==> config.mk <==
export PLATFORM = sky130hd
export DESIGN_NAME = mem_access
export DESIGN_NICKNAME = d
export VERILOG_FILES = /design/src/rtl/mem_access.sv
export SDC_FILE = /design/constraint.sdc
export NUM_CORES = 1
export LEC_CHECK = 0
export CORE_ASPECT_RATIO = 1.4
export CORE_UTILIZATION = 49
export CTS_BUF_LIST = sky130_fd_sc_hd__clkbuf_8
export CTS_CLUSTER_DIAMETER = 80
export CTS_CLUSTER_SIZE = 25
export DETAILED_ROUTE_END_ITERATION = 7
export PLACE_DENSITY_LB_ADDON = 0.15
export SETUP_SLACK_MARGIN = 0.2
export SYNTH_ARGS = -nofsm -noshare
export SYNTH_HDL_FRONTEND = slang
export SYNTH_SLANG_ARGS = --single-unit
==> constraint.sdc <==
create_clock -name clk -period 5.8 [get_ports clk]
set_input_delay 0.87 -clock clk [delete_from_list [all_inputs] [get_ports clk]]
set_output_delay 0.87 -clock clk [all_outputs]
set_load 0.1 [all_outputs]
==> src/rtl/mem_access.sv <==
// mem_access: ME-stage load/store unit with a registered memory handshake and a BUSY timeout.
// Define MEM_ALIGN_CHK_EN to reject misaligned half/word accesses instead of force-aligning them.
module mem_access #(
    parameter int TIMEOUT = 255
) (
    input  logic        clk,
    input  logic        rst,
    input  logic        ME_MemRd,
    input  logic        ME_MemWr,
    input  logic [2:0]  ME_MemOp,
    input  logic [31:0] ME_ALURes,
    input  logic [31:0] ME_RFData,
    output logic [31:0] ME_DMData,
    output logic        ME_Stall,
    output logic        ME_BusErr,
    output logic        ME_AddrErr,
    output logic        dm_req,
    output logic [31:0] dm_addr,
    output logic        dm_we,
    output logic [3:0]  dm_be,
    output logic [31:0] dm_wdata,
    input  logic [31:0] dm_rdata,
    input  logic        dm_ack
);
    typedef enum logic [1:0] {IDLE, BUSY, DONE} state_t;
    state_t state_q, state_d;
    logic [7:0]  cnt_q, cnt_d;
    logic        req_q, req_d, we_q, we_d, bus_err_q, bus_err_d;
    logic [3:0]  be_q, be_d;
    logic [31:0] addr_q, addr_d, wdata_q, wdata_d, data_q, data_d;
    logic [2:0]  op_q, op_d;
    logic [1:0]  lane_q, lane_d, lane;
    logic        access, is_half, is_word, addr_err, start, timeout;
    logic [7:0]  byte_sel;
    logic [15:0] half_sel;
    logic [31:0] load_val;

    assign access  = ME_MemRd | ME_MemWr;
    assign is_half = ME_MemOp[1:0] == 2'b01;
    assign is_word = ME_MemOp[1];
`ifdef MEM_ALIGN_CHK_EN
    assign addr_err = (is_half & ME_ALURes[0]) | (is_word & |ME_ALURes[1:0]);
    assign lane     = ME_ALURes[1:0];
`else
    assign addr_err = 1'b0;
    assign lane     = is_word ? 2'b00 : is_half ? {ME_ALURes[1], 1'b0} : ME_ALURes[1:0];
`endif
    assign start      = state_q == IDLE && access && !addr_err;
    assign ME_Stall   = start || state_q == BUSY;
    assign ME_AddrErr = state_q == IDLE && access && addr_err && !rst;
    assign ME_BusErr  = bus_err_q;
    assign ME_DMData  = data_q;
    assign dm_req     = req_q;
    assign dm_we      = we_q;
    assign dm_be      = be_q;
    assign dm_addr    = addr_q;
    assign dm_wdata   = wdata_q;
    assign timeout    = cnt_q == 8'(TIMEOUT - 1);

    // Lane and sign handling use the op/lane captured at request time, not the live inputs
    assign byte_sel = dm_rdata[{lane_q, 3'b000} +: 8];
    assign half_sel = lane_q[1] ? dm_rdata[31:16] : dm_rdata[15:0];
    assign load_val = op_q[1:0] == 2'b00 ? {{24{~op_q[2] & byte_sel[7]}}, byte_sel} :
                      op_q[1:0] == 2'b01 ? {{16{~op_q[2] & half_sel[15]}}, half_sel} : dm_rdata;

    always_comb begin
        state_d   = state_q;
        cnt_d     = cnt_q;
        req_d     = req_q;
        we_d      = we_q;
        be_d      = be_q;
        addr_d    = addr_q;
        wdata_d   = wdata_q;
        data_d    = data_q;
        op_d      = op_q;
        lane_d    = lane_q;
        bus_err_d = 1'b0;
        if (start) begin
            state_d = BUSY;
            cnt_d   = 8'd0;
            req_d   = 1'b1;
            we_d    = ME_MemWr;
            be_d    = is_word ? 4'hF : is_half ? (lane[1] ? 4'hC : 4'h3) : 4'b0001 << lane;
            addr_d  = {ME_ALURes[31:2], 2'b00};
            wdata_d = is_word ? ME_RFData : is_half ? {2{ME_RFData[15:0]}} : {4{ME_RFData[7:0]}};
            op_d    = ME_MemOp;
            lane_d  = lane;
        end else if (state_q == BUSY) begin
            cnt_d = cnt_q + 8'd1;
            if (dm_ack || timeout) begin
                state_d   = DONE;
                req_d     = 1'b0;
                data_d    = dm_ack && !we_q ? load_val : 32'd0;
                bus_err_d = !dm_ack;
            end
        end else if (state_q == DONE) begin
            state_d = IDLE;
        end
    end

    always_ff @(posedge clk or posedge rst) begin
        if (rst) begin
            state_q   <= IDLE;
            cnt_q     <= 8'd0;
            req_q     <= 1'b0;
            we_q      <= 1'b0;
            be_q      <= 4'd0;
            addr_q    <= 32'd0;
            wdata_q   <= 32'd0;
            data_q    <= 32'd0;
            op_q      <= 3'd0;
            lane_q    <= 2'd0;
            bus_err_q <= 1'b0;
        end else begin
            state_q   <= state_d;
            cnt_q     <= cnt_d;
            req_q     <= req_d;
            we_q      <= we_d;
            be_q      <= be_d;
            addr_q    <= addr_d;
            wdata_q   <= wdata_d;
            data_q    <= data_d;
            op_q      <= op_d;
            lane_q    <= lane_d;
            bus_err_q <= bus_err_d;
        end
    end
endmodule

# ---- Yosys cells after proc, flatten, opt, wreduce, memory -nomap -nowiden
# Cells that the tools add are included.
dict set report totals {
  register_bits 116
  in_bits 104
  output_inout_bits 105
  elab_cells 62
}
dict set report classes {
  n_addsub 1
  n_eq_ne 6
  shifts 2
  mux 23
  bitwise 5
  n_reduce_logical 14
}
# cell n
set op_table {}
lappend op_table {{$mux W32} 5}
lappend op_table {{$shiftx A32 B6 Y8} 1}
lappend op_table {{$mux W16} 1}
lappend op_table {{$mux W8} 2}
lappend op_table {{$mux W4} 3}
lappend op_table {{$mux W2} 5}
lappend op_table {{$add A8 B1 Y8 const B} 1}
lappend op_table {{$eq A8 B8 Y1 const B} 1}
lappend op_table {{$mux W1} 7}
lappend op_table {{$eq A2 B1 Y1 const B} 3}
lappend op_table {{$logic_not A2 Y1} 2}
lappend op_table {{$reduce_and A2 Y1} 2}
lappend op_table {{$reduce_bool A2 Y1} 2}
lappend op_table {{$shl A1 B2 Y4 const A} 1}
lappend op_table {{$ne A3 B2 Y1 const B} 1}
lappend op_table {{$reduce_and A3 Y1} 1}
lappend op_table {{$reduce_bool A3 Y1} 1}
lappend op_table {{$and A1 B1 Y1} 2}
lappend op_table {{$eq A2 B2 Y1 const B} 1}
lappend op_table {{$logic_and A1 B1 Y1} 2}
lappend op_table {{$logic_not A1 Y1} 2}
lappend op_table {{$logic_or A1 B1 Y1} 2}
lappend op_table {{$not A1 Y1} 2}
lappend op_table {{$or A1 B1 Y1} 1}

# ---- Logic depth before layout (Yosys ltp)
dict set report logic_depth {
  word_depth 6
  depth_mapped 7
  mapped_depth_nobuf 6
}

# ---- Worst setup path before layout
# OpenSTA, ideal clock, no wires.
dict set report synth_path {
  kind {in2out}
  start {input ME_MemWr}
  end {output ME_Stall}
  arrival_ns 1.990
  t_required_ns 4.930
  path_slack_ns 2.940
  path_stages 3
  path_buffers 1
  cell_sequence {o21ai_0 -> clkbuf_1 -> nand2_1}
}
dict set report synth_via {
  elab_chain_len 3
}
# element line
set synth_lines {}
lappend synth_lines {{from (decl)} 9} ;# input logic ME_MemWr,
lappend synth_lines {{$or A1 B1 Y1} 38} ;# assign access = ME_MemRd | ME_MemWr;
lappend synth_lines {{$logic_and A1 B1 Y1} --}
lappend synth_lines {{$logic_or A1 B1 Y1} 49} ;# assign ME_Stall = start || state_q == BUSY;
lappend synth_lines {{to (decl)} 14} ;# output logic ME_Stall,
# Every way passes these cells.

# ---- Final worst setup path
# Same ends and word-level chain as after synthesis.

==> metrics.md <==
| Metric | Value |
|---|---|
| CP Data Required Time | 4.93 ns |
| Hold Crit Class | flip-flop to flip-flop |
| DP Worst Slack | 2.09 ns |
| Share of cells above drive strength 1 | 0.0667 |
| Setup crit end kind | output port |
| Std cell rows | 44 |
| Syn avg cell area | 9.75 sq um |
| Die ar. | about 0.011 sq mm |
| Final WS setup | 2.10 ns |
| Critical path's largest stage delay | 1.17 ns |
| Commonest non-fill, non-tap cells in the layout | clkdlybuf4s50_1, nand2_1, dfrtp_1 |
| Nets@finish | 843 |
| Final std cells w/o fill | 888 |
| Post-synthesis sequential area ratio | 0.544 |
| Slew margin rel. | 0.303 |
| Fill count | a little under 800 |
| Family with the most delay on the worst path | buffers and inverters |
| Clk Latency, worst-skew pair | 0.43 ns |
| Routability cong. | a little over 0.8 |
| Register area | 0.00290 sq mm |
| Die width | between 90 and 100 microns |
| Post-DP HPWL | roughly 10 mm |
| Top cells by area, synth | dfrtp_1, nand2_1, mux2i_1 |
| Crit-path max FO | 3 |
| CTS Hold Bufs | 0 |
| Initial Utilization | 0.510 |
| Iter 0 DRT Violations | 279 |
| Register bit total from synthesis | 116 |
| CTS Sinks | 116 |
| Clock Skew | about 0.011 ns |
| Vias in the first global route | between 5,000 and 6,000 |
| Netlist Area Pre-Place | around 0.0053 sq mm |
| Synth cell types | 44 |
| RSZ-0062 raised after global routing | no |
| Total gr overflow | 0 |
| WP buf/inv | 2 |
| Initial antenna violation count | 0 |
| Final hold vios | 0 |
| Worst-Margin Slew | 1.04 ns |
| Via Count | 4,894 |
| IO Pins | between 200 and 250 |
| Worst path slowest cell | clkdlybuf4s50_1 |
| CP Launch Type | primary input |
| Total setup buffers inserted after CTS | 0 |
| DRC violations left | 0 |
| Resized cells post-CTS | 0 |
| Synth Instances | ~550 |
| Worst-path clk slew | around 0.070 ns |
| Post-synth EDFFs | 0 |
| Worst path arrival time | roughly 2.8 ns |
| ANT cells | 0 |
| Final WL | 14.6 mm |
| Die Ht | 125 microns |
| Final period util | 0.638 |
| Maxcap violations | 0 |
| Max Slew Vio Count | 0 |
| CTS tree | yes |
| Synth area leader | dfrtp_1 |
| Finished Cell Area | 0.00785 sq mm |
| Cts bufs inserted | 17 |
| Largest net degree at the start of global routing | roughly 100 |
| Final min period | 3.70 ns |
| Total GRT Usage | 0.269 |
| Cells after DPL | about 860 |
| Worst setup path category | primary input to output port |
| Routed vias/inst | 5.51 |
| Post-Place Cell Area | 0.00743 sq mm |
| Most frequent CP cell | clkdlybuf4s50_1 |
| Synthesis-to-layout area growth | 47.3% |
| H-tree depth | 4 |
| Synth Flop Type | dfrtp_1 |
| DR WL/cell | 16.4 microns |
| First-pass GRT wire length | between 20 and 25 mm |
| Fmax | 270 MHz |
| CORE AREA | 0.0105 sq mm |
| Final setup fails | 0 |
| Clock buffer depth | 2 |
| Yosys warns | 0 |
| Root buffer cell | clkbuf_8 |
| Area fraction of the dominant cell type after synthesis | 0.544 |
| Commonest non-fill, non-tap cell in the layout | clkdlybuf4s50_1 |
| Status | finished clean |
| Routed Antenna Nets | 0 |
| Asr flop ratio synth | 1.00 |
| Post-route setup TNS | 0 ns |
| Buffers on Ports | 205 |
| Multi-input gate area | 0.00224 sq mm |
| Drt pass-1 iters | 5 |
| CP cell instances | clkdlybuf4s50_1 -> o21ai_4 -> nand2_1 -> clkdlybuf4s50_1 |
-- path summary, 6_finish.rpt --
path	from	endpoint	slack (ns)	cells past startpoint
setup / recovery	ME_MemWr	ME_Stall	2.10	4
hold / removal	dm_addr[27]	dm_addr[27]	0.48	2
setup reg to reg	lane_q[1]	ME_DMData[15]	3.40	5
hold reg to reg	dm_addr[27]	dm_addr[27]	0.48	2
max in group asynchronous	rst	ME_DMData[9]	3.70	3
min in group asynchronous	rst	dm_addr[2]	0.98	2
-- per-stage QoR --
stage                     utilization  hold slack (ns)
after floorplan                     -            0.446
after global placement          0.711            0.456
after detailed placement        0.711            0.461
after CTS                       0.751            0.478
after global routing            0.751            0.495
final                           0.751            0.476
-- routing by layer --
layer | vias up | track usage | routed length, microns
met5 | - | 0 | 0
met4 | 0 | 0.130 | 503
met3 | 30 | 0.0931 | 1080
met2 | 201 | 0.453 | 7330
met1 | 2369 | 0.306 | 5660
li1 | 2294 | - | -
-- final cells by class --
class | count | share of cell area
clock inverters | 14 | 0.0217
well taps | 138 | 0.0220
multi-input cells | 385 | 0.285
clock buffers | 18 | 0.0315
inverters | 7 | 0.00366
repair buffers | 210 | 0.266
flip-flops and latches | 116 | 0.370
-- cells by family (layout without fill, tap and decap cells) --
kind of cell,count (synthesis),count (layout),synth area share
and+or+nand+nor,218,218,0.168
AOI/OAI and AO/OA,134,134,0.187
DFF,116,116,0.544
buffers and inverters,48,249,0.0399
muxes,28,28,0.0551
adders and majority gates,2,2,0.00469
other,1,3,0.000703
-- registers in the layout, indices dropped and copies added (netlist names) --
register / flops
dm_we: 1
ME_BusErr: 1
state_q: 2
op_q: 3
lane_q: 2
dm_be: 4
dm_wdata: 32
dm_req: 1
dm_addr: 30
cnt_q: 8
ME_DMData: 32
-- worst min-delay path, cell delays in order, from the launching register on --
cell,delay (ns)
dfrtp_1,0.34
nand2_1,0.05
nand2_1,0.05
-- cell usage after synthesis (3+ instances only) --
cell type  number
o31ai_1        17
buf_1           7
nand3_1         6
o21ai_0        22
a211oi_1        7
mux2_2          7
nand2b_1        4
a2bb2oi_1       7
inv_1           6
buf_4           5
nor2b_1         8
mux2i_1        20
o221ai_1        8
o22ai_1        16
nor3b_1         3
a21oi_1        13
clkbuf_1       23
buf_2           5
nor2_1         23
a22o_1         15
a31oi_1         4
a221o_1        16
nand2_1       166
dfrtp_1       116
Power is left out: the tool's default activity adds up to more than one toggle a clock period on the data nets, which glitch-free logic cannot reach.
